==> src/rtl/fpu_req_arbiter.sv <==
// -----------------------------------------------------------------------------
// fpu_req_arbiter
//
// Shares a single FPU core between NUM_REQ requesters. Requests are arbitrated
// round-robin and only one operation is in flight at a time. The winning
// request's operands are registered onto the FPU pins, a one-cycle start pulse
// is issued, and the arbiter waits for the FPU's ready. The result and flags
// are then returned on a shared response bus tagged with the requester index.
// If the FPU never answers, a watchdog forces an error response after TIMEOUT
// cycles in WAIT.
//
// Ports
//   clk, rst        clock (posedge) and asynchronous active-high reset
//   req_valid_i     per-requester request valid
//   req_ready_o     per-requester accept, one-hot for the single accept cycle
//   req_opa_i/opb_i packed operands, requester k at [k*DATA_W +: DATA_W]
//   req_op_i        packed 3-bit fpu_op per requester
//   req_rmode_i     packed 2-bit rounding mode per requester
//   fpu_*_o         operand/op/rmode/start pins driven into the FPU
//   fpu_ready_i     FPU result-ready
//   fpu_result_i    FPU result
//   fpu_flags_i     {ine,overflow,underflow,div_zero,inf,zero,qnan,snan}
//   rsp_valid_o     response valid, held until rsp_ready_i
//   rsp_ready_i     response consumer ready
//   rsp_id_o        index of the requester owning the response
//   rsp_result_o    captured result (0 on timeout)
//   rsp_flags_o     captured flags (0 on timeout)
//   rsp_timeout_o   1 when the response was forced by the watchdog
// -----------------------------------------------------------------------------
module fpu_req_arbiter #(
    parameter int NUM_REQ = 4,
    parameter int DATA_W  = 32,
    parameter int TIMEOUT = 255
) (
    input  logic                       clk,
    input  logic                       rst,
    input  logic [NUM_REQ-1:0]         req_valid_i,
    output logic [NUM_REQ-1:0]         req_ready_o,
    input  logic [NUM_REQ*DATA_W-1:0]  req_opa_i,
    input  logic [NUM_REQ*DATA_W-1:0]  req_opb_i,
    input  logic [NUM_REQ*3-1:0]       req_op_i,
    input  logic [NUM_REQ*2-1:0]       req_rmode_i,
    output logic [DATA_W-1:0]          fpu_opa_o,
    output logic [DATA_W-1:0]          fpu_opb_o,
    output logic [2:0]                 fpu_op_o,
    output logic [1:0]                 fpu_rmode_o,
    output logic                       fpu_start_o,
    input  logic                       fpu_ready_i,
    input  logic [DATA_W-1:0]          fpu_result_i,
    input  logic [7:0]                 fpu_flags_i,
    output logic                       rsp_valid_o,
    input  logic                       rsp_ready_i,
    output logic [$clog2(NUM_REQ)-1:0] rsp_id_o,
    output logic [DATA_W-1:0]          rsp_result_o,
    output logic [7:0]                 rsp_flags_o,
    output logic                       rsp_timeout_o
);

    localparam int ID_W  = $clog2(NUM_REQ);
    localparam int CNT_W = $clog2(TIMEOUT + 1);

    // One extra bit so rr_ptr + offset never overflows before the wrap.
    localparam logic [ID_W:0]    NREQ_EXT    = (ID_W+1)'(NUM_REQ);
    localparam logic [ID_W-1:0]  LAST_IDX    = ID_W'(NUM_REQ - 1);
    localparam logic [CNT_W-1:0] TIMEOUT_CNT = CNT_W'(TIMEOUT);

    typedef enum logic [1:0] {
        ST_IDLE  = 2'd0,
        ST_ISSUE = 2'd1,
        ST_WAIT  = 2'd2,
        ST_RESP  = 2'd3
    } state_t;

    state_t           state_r;
    logic [ID_W-1:0]  rr_ptr_r;
    logic [ID_W-1:0]  owner_r;
    logic [CNT_W-1:0] cnt_r;
    logic [CNT_W-1:0] cnt_inc_s;

    logic [ID_W-1:0]  grant_idx_s;
    logic             grant_vld_s;
    logic [ID_W:0]    cand_sum_s;
    logic [ID_W-1:0]  cand_idx_s;
    logic             cand_hit_s;

    assign cnt_inc_s = cnt_r + CNT_W'(1);

    // Round-robin pick: first valid requester at or after rr_ptr_r, wrapping at NUM_REQ.
    always_comb begin
        grant_idx_s = '0;
        grant_vld_s = 1'b0;
        cand_sum_s  = '0;
        cand_idx_s  = '0;
        cand_hit_s  = 1'b0;
        for (int i = 0; i < NUM_REQ; i++) begin
            cand_sum_s  = {1'b0, rr_ptr_r} + (ID_W+1)'(i);
            cand_idx_s  = (cand_sum_s >= NREQ_EXT) ? ID_W'(cand_sum_s - NREQ_EXT)
                                                   : ID_W'(cand_sum_s);
            cand_hit_s  = req_valid_i[cand_idx_s] & ~grant_vld_s;
            grant_idx_s = cand_hit_s ? cand_idx_s : grant_idx_s;
            grant_vld_s = grant_vld_s | cand_hit_s;
        end
    end

    // Accept strobe: only while idle, and forced low while reset is asserted.
    always_comb begin
        req_ready_o = '0;
        if ((state_r == ST_IDLE) && grant_vld_s && !rst) begin
            req_ready_o[grant_idx_s] = 1'b1;
        end else begin
            req_ready_o = '0;
        end
    end

    // Control FSM with all FPU-side and response-side outputs registered.
    always_ff @(posedge clk or posedge rst) begin
        if (rst) begin
            state_r       <= ST_IDLE;
            rr_ptr_r      <= '0;
            owner_r       <= '0;
            cnt_r         <= '0;
            fpu_opa_o     <= '0;
            fpu_opb_o     <= '0;
            fpu_op_o      <= 3'd0;
            fpu_rmode_o   <= 2'd0;
            fpu_start_o   <= 1'b0;
            rsp_valid_o   <= 1'b0;
            rsp_id_o      <= '0;
            rsp_result_o  <= '0;
            rsp_flags_o   <= 8'd0;
            rsp_timeout_o <= 1'b0;
        end else begin
            case (state_r)
                ST_IDLE: begin
                    if (grant_vld_s) begin
                        fpu_opa_o   <= req_opa_i[grant_idx_s*DATA_W +: DATA_W];
                        fpu_opb_o   <= req_opb_i[grant_idx_s*DATA_W +: DATA_W];
                        fpu_op_o    <= req_op_i[grant_idx_s*3 +: 3];
                        fpu_rmode_o <= req_rmode_i[grant_idx_s*2 +: 2];
                        fpu_start_o <= 1'b1;
                        owner_r     <= grant_idx_s;
                        rr_ptr_r    <= (grant_idx_s == LAST_IDX) ? '0 : grant_idx_s + ID_W'(1);
                        state_r     <= ST_ISSUE;
                    end else begin
                        state_r     <= ST_IDLE;
                    end
                end
                ST_ISSUE: begin
                    // A ready still high from the previous op is deliberately not looked at here.
                    fpu_start_o <= 1'b0;
                    cnt_r       <= '0;
                    state_r     <= ST_WAIT;
                end
                ST_WAIT: begin
                    cnt_r <= cnt_inc_s;
                    if (fpu_ready_i) begin
                        // Ready takes priority over a watchdog expiring in the same cycle.
                        rsp_result_o  <= fpu_result_i;
                        rsp_flags_o   <= fpu_flags_i;
                        rsp_timeout_o <= 1'b0;
                        rsp_id_o      <= owner_r;
                        rsp_valid_o   <= 1'b1;
                        state_r       <= ST_RESP;
                    end else if (cnt_inc_s == TIMEOUT_CNT) begin
                        rsp_result_o  <= '0;
                        rsp_flags_o   <= 8'd0;
                        rsp_timeout_o <= 1'b1;
                        rsp_id_o      <= owner_r;
                        rsp_valid_o   <= 1'b1;
                        state_r       <= ST_RESP;
                    end else begin
                        state_r       <= ST_WAIT;
                    end
                end
                ST_RESP: begin
                    if (rsp_ready_i) begin
                        rsp_valid_o <= 1'b0;
                        cnt_r       <= '0;
                        state_r     <= ST_IDLE;
                    end else begin
                        state_r     <= ST_RESP;
                    end
                end
                default: begin
                    fpu_start_o <= 1'b0;
                    rsp_valid_o <= 1'b0;
                    cnt_r       <= '0;
                    state_r     <= ST_IDLE;
                end
            endcase
        end
    end

endmodule
==> config.mk <==
export PLATFORM = sky130hd
export DESIGN_NAME = fpu_req_arbiter
export DESIGN_NICKNAME = d
export VERILOG_FILES = /design/src/rtl/fpu_req_arbiter.sv
export SDC_FILE = /design/constraint.sdc
export NUM_CORES = 1
export LEC_CHECK = 0
export CAP_MARGIN = 20
export CELL_PAD_IN_SITES_DETAIL_PLACEMENT = 1
export CELL_PAD_IN_SITES_GLOBAL_PLACEMENT = 2
export CORE_AREA = 2 2 172 174
export DETAILED_ROUTE_END_ITERATION = 10
export DIE_AREA = 0 0 174 176
export DONT_BUFFER_PORTS = 1
export MAX_ROUTING_LAYER = met4
export PLACE_DENSITY_LB_ADDON = 0.1
export SYNTH_ARGS = -nofsm -noshare
export SYNTH_HDL_FRONTEND = slang
export SYNTH_SLANG_ARGS = --single-unit
==> constraint.sdc <==
create_clock -name clk -period 9.69 [get_ports clk]
set_input_delay 1.938 -clock clk [delete_from_list [all_inputs] [get_ports clk]]
set_output_delay 1.938 -clock clk [all_outputs]
set_load 0.05 [all_outputs]
After elaboration in Yosys (flattened, before gate mapping). Index checks and enable logic that the tools add are counted.

Equal/unequal tests: 8. Add/sub/neg operators: 9. $lt $le $gt $ge: 10. Divide/modulo/power cells: 0. Multiplexer cells: 40. Bitwise gates (word level): 9. Shift operators: 4. Reductions and logical operators: 14. $mul: 1.

Operators with widths (number): $shiftx A128 B8 Y32 (2); $mux W32 (2); $mux W2 (12); $mux W8 (3); $pmux W8 S3 (1); $lt A2 B3 Y1 const B (5); $mux W1 (13); $shiftx A12 B5 Y3 (1); $ge A3 B3 Y1 const B (3); $add A8 B1 Y8 const B (1); $bmux W1 S2 (4); $eq A8 B8 Y1 const B (1); $pmux W2 S4 (1); $reduce_and A2 Y1 (4); $shiftx A8 B4 Y2 (1); $sub A2 B1 Y2 const B (4); $add A2 B2 Y3 const B (2); $eq A2 B2 Y1 const B (3); $reduce_bool A2 Y1 (3); $mul A2 B2 Y4 const B (1); $mux W4 (1); $ne A2 B2 Y1 const B (2); $pmux W1 S2 (2); $add A2 B1 Y3 const B (1); other kinds (14) (22).

Output and inout port bits: 118. Bits in latches: 0. Input bits: 324. Memories: 0. Bits in registers: 128. Memory bits (read-only): 0. RAM bits: 0.

Longest topological paths before layout. Gate-level depths: netlist of run 1.

Depth in word-level cells: 18. Mapped depth: 8.

Least setup slack after synthesis of run 1. No wires, ideal clock.

Path type: input-to-output. From: input rst. To: output req_ready_o[0]. Arrival time: 5.414 ns. Stages on the path: 2. Setup slack: 2.338 ns. Required time: 7.752 ns. Path through: inv_1 and3_1.

Cells in the longest elaborated chain, start to end: 3.

Ends and longest elaborated chain: start: declaration (line 36) `input logic rst,`; $logic_not A1 Y1 (no line); $logic_and A1 B1 Y1 (line 108) `if ((state_r == ST_IDLE) && grant_vld_s && !rst) begin`; $mux W4 (line 108); end: declaration (line 38) `output logic [NUM_REQ-1:0] req_ready_o,`.

No other way between the ends.

Final worst setup path of run 1.
From: input req_valid_i[1]. To: output req_ready_o[2].

Cells in the longest elaborated chain, start to end: 16. Elaborated cells between the ends (all ways): 29.

Ends and longest elaborated chain: start: declaration (line 37) `input logic [NUM_REQ-1:0] req_valid_i,`; $bmux W1 S2 (line 99) `cand_hit_s = req_valid_i[cand_idx_s] & ~grant_vld_s;`; $mux W1 (not written as such) (line 99); $not A1 Y1 (line 99); $and A1 B1 Y1 (line 99); $or A1 B1 Y1 (line 101) `grant_vld_s = grant_vld_s | cand_hit_s;`; $not A1 Y1 (line 99); $and A1 B1 Y1 (line 99); $or A1 B1 Y1 (line 101); $not A1 Y1 (line 99); $and A1 B1 Y1 (line 99); $mux W2 (line 100) `grant_idx_s = cand_hit_s ? cand_idx_s : grant_idx_s;`; $lt A2 B3 Y1 (not written as such) / $ge A2 B1 Y1 (equally long branches) (line 109) `req_ready_o[grant_idx_s] = 1'b1;`; $logic_and A1 B1 Y1 (not written as such) (line 109); $mux W1 (not written as such) (line 109); $demux W1 S2 (line 109); $mux W4 (*) (line 108).

Every way passes the cells marked *; elsewhere a longest branch is shown, timed or not. The select of a mux whose other input is x is not followed.

==> impl_metrics.ini, run 1 <==
[timing]
drv_slew = 0
fin_setup_tns_ns = 0
period_share_pct = 61.40
slew_headroom_pct = 32.02
final-setup-viol-count = 0
skew_ns = 0.01977
fmax_mhz = 168.1
final-hold-violation-count = 0
grt_setup_unrepaired = false
tightest_slew_ns = 1.020
fin_crit_ns = 5.950

[layout]
final_cells = 1060
antennaDiodeCount = 0
finalNetCount = 993
layout-drive-gt1-share_pct = 9.467
multi_input_area_sq_mm = 0.003596
nFillCells = 3229
final_area_sq_mm = 0.007990
seqCellArea_sq_mm = 0.003203
synthToLayoutAreaGrowth_pct = 12.17

[synthesis]
synth_xor_xnor_area_share_pct = 0.2459
synth_compound_area_share_pct = 20.22
ys.warnings.count = 0
synth_fa_ha_area_share_pct = 1.054
syn_nets = 1019
synth_mux_area_share_pct = 19.85
synthFlopType = dfrtp_1
synth-seq-cells = 128
syn_avg_cell_area_sq_um = 10.34
synthSimpleGateAreaFrac_pct = 8.818
synth-edff-count = 0
ys_types = 40
synth-seq-area-share_pct = 44.97
synth_top_family_by_area = compound AO/OA/AOI/OAI gates
synthArstFlopShare_pct = 100.0
syn_area_sq_mm = 0.007123
syn_inst = 689

[global_route]
grt_pass1_vias = 5865
antenna_found_initial = 0
grt_usage_pct = 15.66
grt_pass1_wl_mm = 35.76
grt_max_degree = 82
grt_overflow = 0

[place]
port_buffers = 0
gp_congestion = 0.8041
dpl.hpwl_mm = 18.00
dp_cells = 1027
place_area_sq_mm = 0.007375

[floorplanning]
io_pins = 442
fp-row-count = 62
die_h_um = 176
die-area_sq_mm = 0.03062
core_area_sq_mm = 0.02855
start_util_pct = 24.95
die-width_um = 174

[route]
wire_per_inst_um = 22.52
postRouteAntennaNets = 0
drc = 0
first_pass_iters = 4
first_iter_violations = 224
vias_per_cell = 5.082
routed-via-count = 5387
drt_wl_total_mm = 23.87

[clocking]
path_clk_slew_ns = 0.07
cts_setup_buffers = 0
cts_buffers = 17
htree_levels = 4
clkLatencyLatePin_ns = 0.43
clockBufferDepth = 2
cts_tree = done
clock-root-buffer = clkbuf_16
cts.sinks = 128
post_cts_resized = 0
postCtsHoldBufs = 0

[power]
p_leak_nw = 4.083
power.density_mw_per_mm2 = 412.7
irDropWorstVdd_uv = 213.2

[critical_path]
crit_path_max_fanout = 65
start_kind = input port
r2r_start = rr_ptr_r[1]
crit_type = in2out
worst_setup_path_end_kind = output port
required_ns = 7.75
setup.worst_path.start = req_valid_i[1]
arrival_ns = 4.01

[hold_path]
min-delay-start = owner_r[1]
hold_class = reg2reg

[job]
drv_cap = 0

[status]
status = completed
[sequential cells by signal, summed over array words and instances, names as in the netlist, 3 cells and up]
signal and cells:
rsp_result_o 32, fpu_opb_o 32, fpu_opa_o 32, rsp_flags_o 8
fpu_op_o 3, cnt_r 8
[metal layers]
metal  track usage [%]  part of all wire [%]  up-vias
met5                 -                     0        -
li1                  -                     -     2450
met1             17.53                    39     2680
met3             4.307                   6.8       18
met4             5.042                   1.6        0
met2             27.16                    53      239
[cell usage in the layout (no fill, tap or decap), drive strengths merged]
cell and count:
mux2i 139, dfrtp 128, nand2 101, a21o 71, o22ai 69, o21ai 48
clkbuf 17, inv 17, nor2 15, buf 10, and3 8, ha 6
a32o 5, a21oi 5, a22o 4, nor2b 3, nand3 3, clkinv 3
nand4 2, o31ai 2, and2 2, mux2 2, nand2b 2, nor3 2
nor4 1, a21boi 1, or3b 1, o221ai 1, a311o 1, nand3b 1
a31oi 1, xnor2 1, xor2 1, or2 1, o22a 1, clkinvlp 1
[metrics by stage]
stage          setup WS [ns]  power, W  utilization (%)  hold slack, ns
6_report               3.740  0.003297            27.99          0.4925
3_3_place_gp           3.803  0.002659            25.83          0.4703
4_1_cts                3.721  0.003360            27.89          0.4987
5_1_grt                3.578  0.003496            27.99          0.5342
2_1_floorplan          2.338  0.002440                -          0.4431
3_5_place_dp           3.728  0.002697            25.83          0.4809
[final cells by class]
type | instances | share of cell area, %
Clock buffer | 17 | 5.324
Clock inverter | 15 | 2.036
Inverter | 6 | 0.3445
Multi-Input combinational cell | 500 | 45.00
Sequential cell | 128 | 40.09
Tap cell | 384 | 6.013
Timing Repair Buffer | 10 | 1.190
[worst paths after layout]
| check | to | slack, ns | depth (start not counted) |
|---|---|---|---|
| hold reg to reg | owner_r[1] | 0.49 | 2 |
| max in group asynchronous | fpu_opa_o[29] | 6.95 | 2 |
| setup / recovery | req_ready_o[2] | 3.74 | 5 |
| min in group asynchronous | rsp_flags_o[0] | 1.47 | 1 |
| setup reg to reg | fpu_opa_o[3] | 6.22 | 8 |
| hold / removal | owner_r[1] | 0.49 | 2 |
[synth_stat cells (2+ instances only)]
cell type  number  area, sq um
o21ai_0        48        240.2
clkbuf_1       29        108.9
nor2_1         15        56.30
buf_6          13        146.4
nand4_1         2        12.51
o31ai_1         2        15.01
nor2b_1         3        18.77
o22ai_1        59        369.1
a21oi_1         5        25.02
o22ai_2        10        125.1
dfrtp_1       128         3203
a21o_1         71        533.0
and3_1          8        50.05
a22o_1          4        35.03
mux2_2          2        22.52
inv_1           5        18.77
a32o_1          5        50.05
mux2i_1       139         1391
nand2_1       100        375.4
nor3_2          2        20.02
and2_1          2        12.51
nand2b_1        2        12.51
nand3_1         2        10.01
ha_1            6        75.07
buf_2          12        60.06
[power breakdown]
| part | internal (W) | switching (W) |
|---|---|---|
| clock network | 0.000348 | 0.000295 |
| registers | 0.000760 | 0.00102 |
| logic | 0.000397 | 0.000473 |
[kinds of logic after synthesis]
| group | count (synthesis) |
|---|---|
| fa+ha+maj | 6 |
| mux | 141 |
| flops | 128 |
| buf+inv | 61 |
| xor+xnor | 2 |
| simple gates | 142 |
| compound gates | 209 |
[critical path, stage by stage]
cell and delay (ns):
or3b_1 0.42, o221ai_4 0.08, buf_4 0.79, ha_1 0.28, and3_1 0.49
No activity file was read; power rests on OpenSTA's default activity.
==> run 2: changes to the inputs <==
--- a/config.mk
+++ b/config.mk
@@ -8,9 +8,9 @@
 export CAP_MARGIN = 20
 export CELL_PAD_IN_SITES_DETAIL_PLACEMENT = 1
 export CELL_PAD_IN_SITES_GLOBAL_PLACEMENT = 2
-export CORE_AREA = 2 2 172 174
+export CORE_AREA = 2 2 171 173
 export DETAILED_ROUTE_END_ITERATION = 10
-export DIE_AREA = 0 0 174 176
+export DIE_AREA = 0 0 173 175
 export DONT_BUFFER_PORTS = 1
 export MAX_ROUTING_LAYER = met4
 export PLACE_DENSITY_LB_ADDON = 0.1
==> constraint.sdc (replaced) <==
create_clock -name clk -period 4.85 [get_ports clk]
set_input_delay 0.97 -clock clk [delete_from_list [all_inputs] [get_ports clk]]
set_output_delay 0.97 -clock clk [all_outputs]
set_load 0.05 [all_outputs]
==> impl_metrics.ini, run 2 (same netlist as run 1, synthesis figures left out) <==
[place]
port_buffers = 0
dpl.hpwl_mm = 18.04
gp_congestion = 0.7935

[route]
routed-via-count = 5416
first_iter_violations = 183
drt_wl_total_mm = 24.08
drc = 0
first_pass_iters = 6
vias_per_cell = 5.105
postRouteAntennaNets = 0
wire_per_inst_um = 22.70

[floorplanning]
io_pins = 442
die-area_sq_mm = 0.03028
die-width_um = 173
fp-row-count = 62
start_util_pct = 25.09
core_area_sq_mm = 0.02839
die_h_um = 175

[layout]
final_util_pct = 28.28
reg.largest.list = fpu_opa_o: 32 flops, fpu_opb_o: 32 flops, rsp_result_o: 32 flops
final_cell_mix = mux2i_1 (139), dfrtp_1 (128), nand2_1 (100)
layout-drive-gt1-share_pct = 9.320
final_common_cell = mux2i_1
synthToLayoutAreaGrowth_pct = 12.72
finalNetCount = 993

[critical_path]
crit_type = in2out
arrival_ns = 2.35
start_kind = input port
crit_path_max_fanout = 5
reg2reg_depth = 6
worst_setup_path_end_kind = output port
required_ns = 3.88

[clocking]
clkLatencyLatePin_ns = 0.42
clockBufferDepth = 2
post_cts_resized = 0
htree_levels = 4
cts_tree = done
postCtsHoldBufs = 0
cts.sinks = 128
clock-root-buffer = clkbuf_16
cts_setup_buffers = 0
cts_buffers = 17
path_clk_slew_ns = 0.07

[timing]
fin_hold_ws_ns = 0.3753
drv_slew = 0
tightest_slew_ns = 1.041
final-hold-violation-count = 0
skew_ns = 0.01277
period_share_pct = 68.46
fin_crit_ns = 3.320
slew_headroom_pct = 30.63
final-setup-viol-count = 0
fmax_mhz = 301.2
fin_setup_tns_ns = 0
grt_setup_unrepaired = false

[global_route]
antenna_found_initial = 1
grt_pass1_vias = 5770
grt_overflow = 0
grt_usage_pct = 15.99
grt_pass1_wl_mm = 36.05
grt_max_degree = 139

[power]
pwr-share-comb_pct = 26.1
pwr-share-seq_pct = 53.3
p_sw_share_pct = 52.90
power.density_mw_per_mm2 = 832.6
switchingPower_w = 0.003536
p_int_w = 0.003148
p_total_w = 0.006685
clkPwrFrac_pct = 20.6
irDropWorstVdd_uv = 320.0
p_leak_nw = 4.091

[status]
status = completed

[hold_path]
hold_class = in2async

[job]
drv_cap = 0
## run 2: cell count changes in the layout (fill, tap and decap cells not counted)
cell	before	now
bufinv_16	0	3
inv_8	7	3
buf_16	1	0
clkbuf_1	0	1
buf_4	9	8
buf_12	0	2
diode_2	0	1
clkinvlp_4	1	3
clkinv_8	2	0
## run 2: worst max-delay path, cell delays in order
cell and delay (ns):
nor2b_1 0.11, a311o_1 0.37, and2_1 0.20, inv_1 0.09, ha_1 0.14, and3_1 0.47
## run 2: worst paths after layout
kind	from	to	slack [ns]
hold reg to reg	owner_r[1]	owner_r[1]	0.49
min in group clk	owner_r[1]	owner_r[1]	0.49
setup reg to reg	rr_ptr_r[1]	fpu_opb_o[3]	2.13
setup / recovery	req_valid_i[2]	req_ready_o[0]	1.53
hold / removal	rst	fpu_opb_o[9]	0.38
max in group asynchronous	rst	cnt_r[3]	2.57
## run 2: power by group through the flow
stage                     Combinational, W  Sequential (W)  Clock, W
final                              0.00175         0.00356   0.00138
after global routing               0.00196         0.00364   0.00148
after CTS                          0.00179         0.00359   0.00143
after detailed placement           0.00179         0.00360         0
after global placement             0.00171         0.00362         0
after floorplan                    0.00153         0.00335         0
## run 2: cell type report
cell class	count	area, sq um
fillers	3201	20360
multi-input cells	500	3596
flip-flops and latches	128	3203
well taps	384	480.5
clock buffers	18	429.2
clock inverters	14	191.4
repair buffers	10	100.1
inverters	6	26.28
diodes	1	2.502
## run 2: per-stage QoR
stage	setup slack (ns)	instances	instance area, sq um
4_1_cts	1.526	1060	8026
3_3_place_gp	1.563	1028	7406
2_1_floorplan	0.3014	689	7127
5_1_grt	1.439	1061	8029
6_report	1.530	1061	8029
3_5_place_dp	1.525	1028	7406
## run 2: per-layer routing
layer | global-route usage (%) | routed length [um] | up-vias
met3 | 5.004 | 1770 | 17
met4 | 4.555 | 365 | 0
met5 | - | 0 | -
li1 | - | - | 2454
met2 | 28.03 | 12830 | 245
met1 | 17.44 | 9114 | 2700
==> run 3: changes to the inputs <==
==> constraint.sdc (replaced) <==
create_clock -name clk -period 3.4 [get_ports clk]
set_input_delay 0.68 -clock clk [delete_from_list [all_inputs] [get_ports clk]]
set_output_delay 0.68 -clock clk [all_outputs]
set_load 0.05 [all_outputs]
==> impl_metrics.ini, run 3 (same netlist as run 1, synthesis figures left out) <==
[timing]
fin_setup_tns_ns = 0
setup_ws_ns = 0.4037
period_share_pct = 88.13
slew_headroom_pct = 31.64
final-setup-viol-count = 0
fmax_mhz = 333.7
drv_slew = 0
fin_crit_ns = 2.996
grt_setup_unrepaired = false
final-hold-violation-count = 0
tightest_slew_ns = 1.025
skew_ns = 0.01988

[floorplanning]
fp-row-count = 62
die_h_um = 175
die-area_sq_mm = 0.03028
start_util_pct = 25.09
io_pins = 442
die-width_um = 173
core_area_sq_mm = 0.02839

[power]
power.density_mw_per_mm2 = 1165
p_leak_nw = 4.111
p_total_w = 0.009409
irDropWorstVdd_uv = 511.0

[critical_path]
crit_type = reg2out
r2r_start = rr_ptr_r[1]
required_ns = 2.72
worst_setup_path_end_kind = output port
setup.worst_path.start = rr_ptr_r[1]
arrival_ns = 2.32
crit_path_max_fanout = 6
start_kind = register

[place]
dpl.hpwl_mm = 18.37
gp_congestion = 0.8118
port_buffers = 0
place_ws_ns = 0.5163

[clocking]
clkLatencyLatePin_ns = 0.43
path_clk_slew_ns = 0.07
cts.sinks = 128
clock-root-buffer = clkbuf_16
htree_levels = 4
cts_setup_buffers = 0
post_cts_resized = 0
cts_tree = done
clockBufferDepth = 2
postCtsHoldBufs = 0
cts_buffers = 17

[route]
drc = 0
first_iter_violations = 254
wire_per_inst_um = 22.64
routed-via-count = 5327
vias_per_cell = 5.007
postRouteAntennaNets = 0
first_pass_iters = 4
drt_wl_total_mm = 24.09

[layout]
finalNetCount = 997
multi_input_area_sq_mm = 0.003607
seqCellArea_sq_mm = 0.003203
layout-drive-gt1-share_pct = 10.44
reg.largest.list = fpu_opa_o: 32 flops, fpu_opb_o: 32 flops, rsp_result_o: 32 flops
synthToLayoutAreaGrowth_pct = 13.38
nFillCells = 3241
antennaDiodeCount = 0
final_common_cell = mux2i_1
final_cell_mix = mux2i_1 (139), dfrtp_1 (128), nand2_1 (100)

[hold_path]
hold_class = in2async

[job]
drv_cap = 0

[global_route]
grt_overflow = 0
antenna_found_initial = 0
grt_pass1_wl_mm = 35.98
grt_max_degree = 139
grt_pass1_vias = 5850
grt_usage_pct = 15.98

[status]
status = completed
-- run 3: power by group --
group / internal [W] / switching [W] / leakage [nW]
clock network: 0.000990 / 0.000838 / 0.285
logic: 0.00118 / 0.00134 / 2.22
registers: 0.00217 / 0.00289 / 1.61
total: 0.00433 / 0.00508 / 4.11
-- run 3: metal layers --
metal	track usage, %	up-vias	wire (um)
met5	-	-	0
met4	3.778	0	229
met3	5.614	10	2070
met2	28.05	248	12690
met1	17.30	2616	9095
li1	-	2453	-
-- run 3: critical path, cell delays in order, from the launching register on --
cell	delay, ns
dfrtp_1	0.48
nand2_2	0.12
a311o_1	0.42
and2_1	0.19
inv_1	0.08
ha_1	0.14
and3_1	0.48
-- run 3: per-stage QoR --
stage               util (%)  hold slack, ns  cells  instance area (sq um)
finish                 28.45         0.04872   1064                   8077
global route           28.45         0.02604   1064                   8077
CTS                    28.45         0.03341   1064                   8077
detailed placement     26.36          0.4858   1032                   7485
global placement       26.36          0.4749   1032                   7485
floorplan                  -          0.4431    689                   7131
-- run 3: area by class of cell --
type                    count  share of cell area, %
multi-input cells         500                  44.66
flip-flops and latches    128                  39.66
well taps                 384                  5.949
clock buffers              17                  5.267
repair buffers             14                  2.076
clock inverters            15                  2.060
inverters                   6                 0.3253
-- run 3: worst paths after layout --
kind                                    endpoint  slack, ns  cells after the start
worst max-delay path              req_ready_o[0]       0.40                      6
worst min-delay path               fpu_opb_o[13]       0.05                      1
worst max register to register      fpu_opb_o[3]       0.72                      6
worst min register to register        owner_r[1]       0.49                      2
max in group asynchronous          fpu_opb_o[25]       2.31                      2
min in group clk                rsp_result_o[25]       0.37                      2
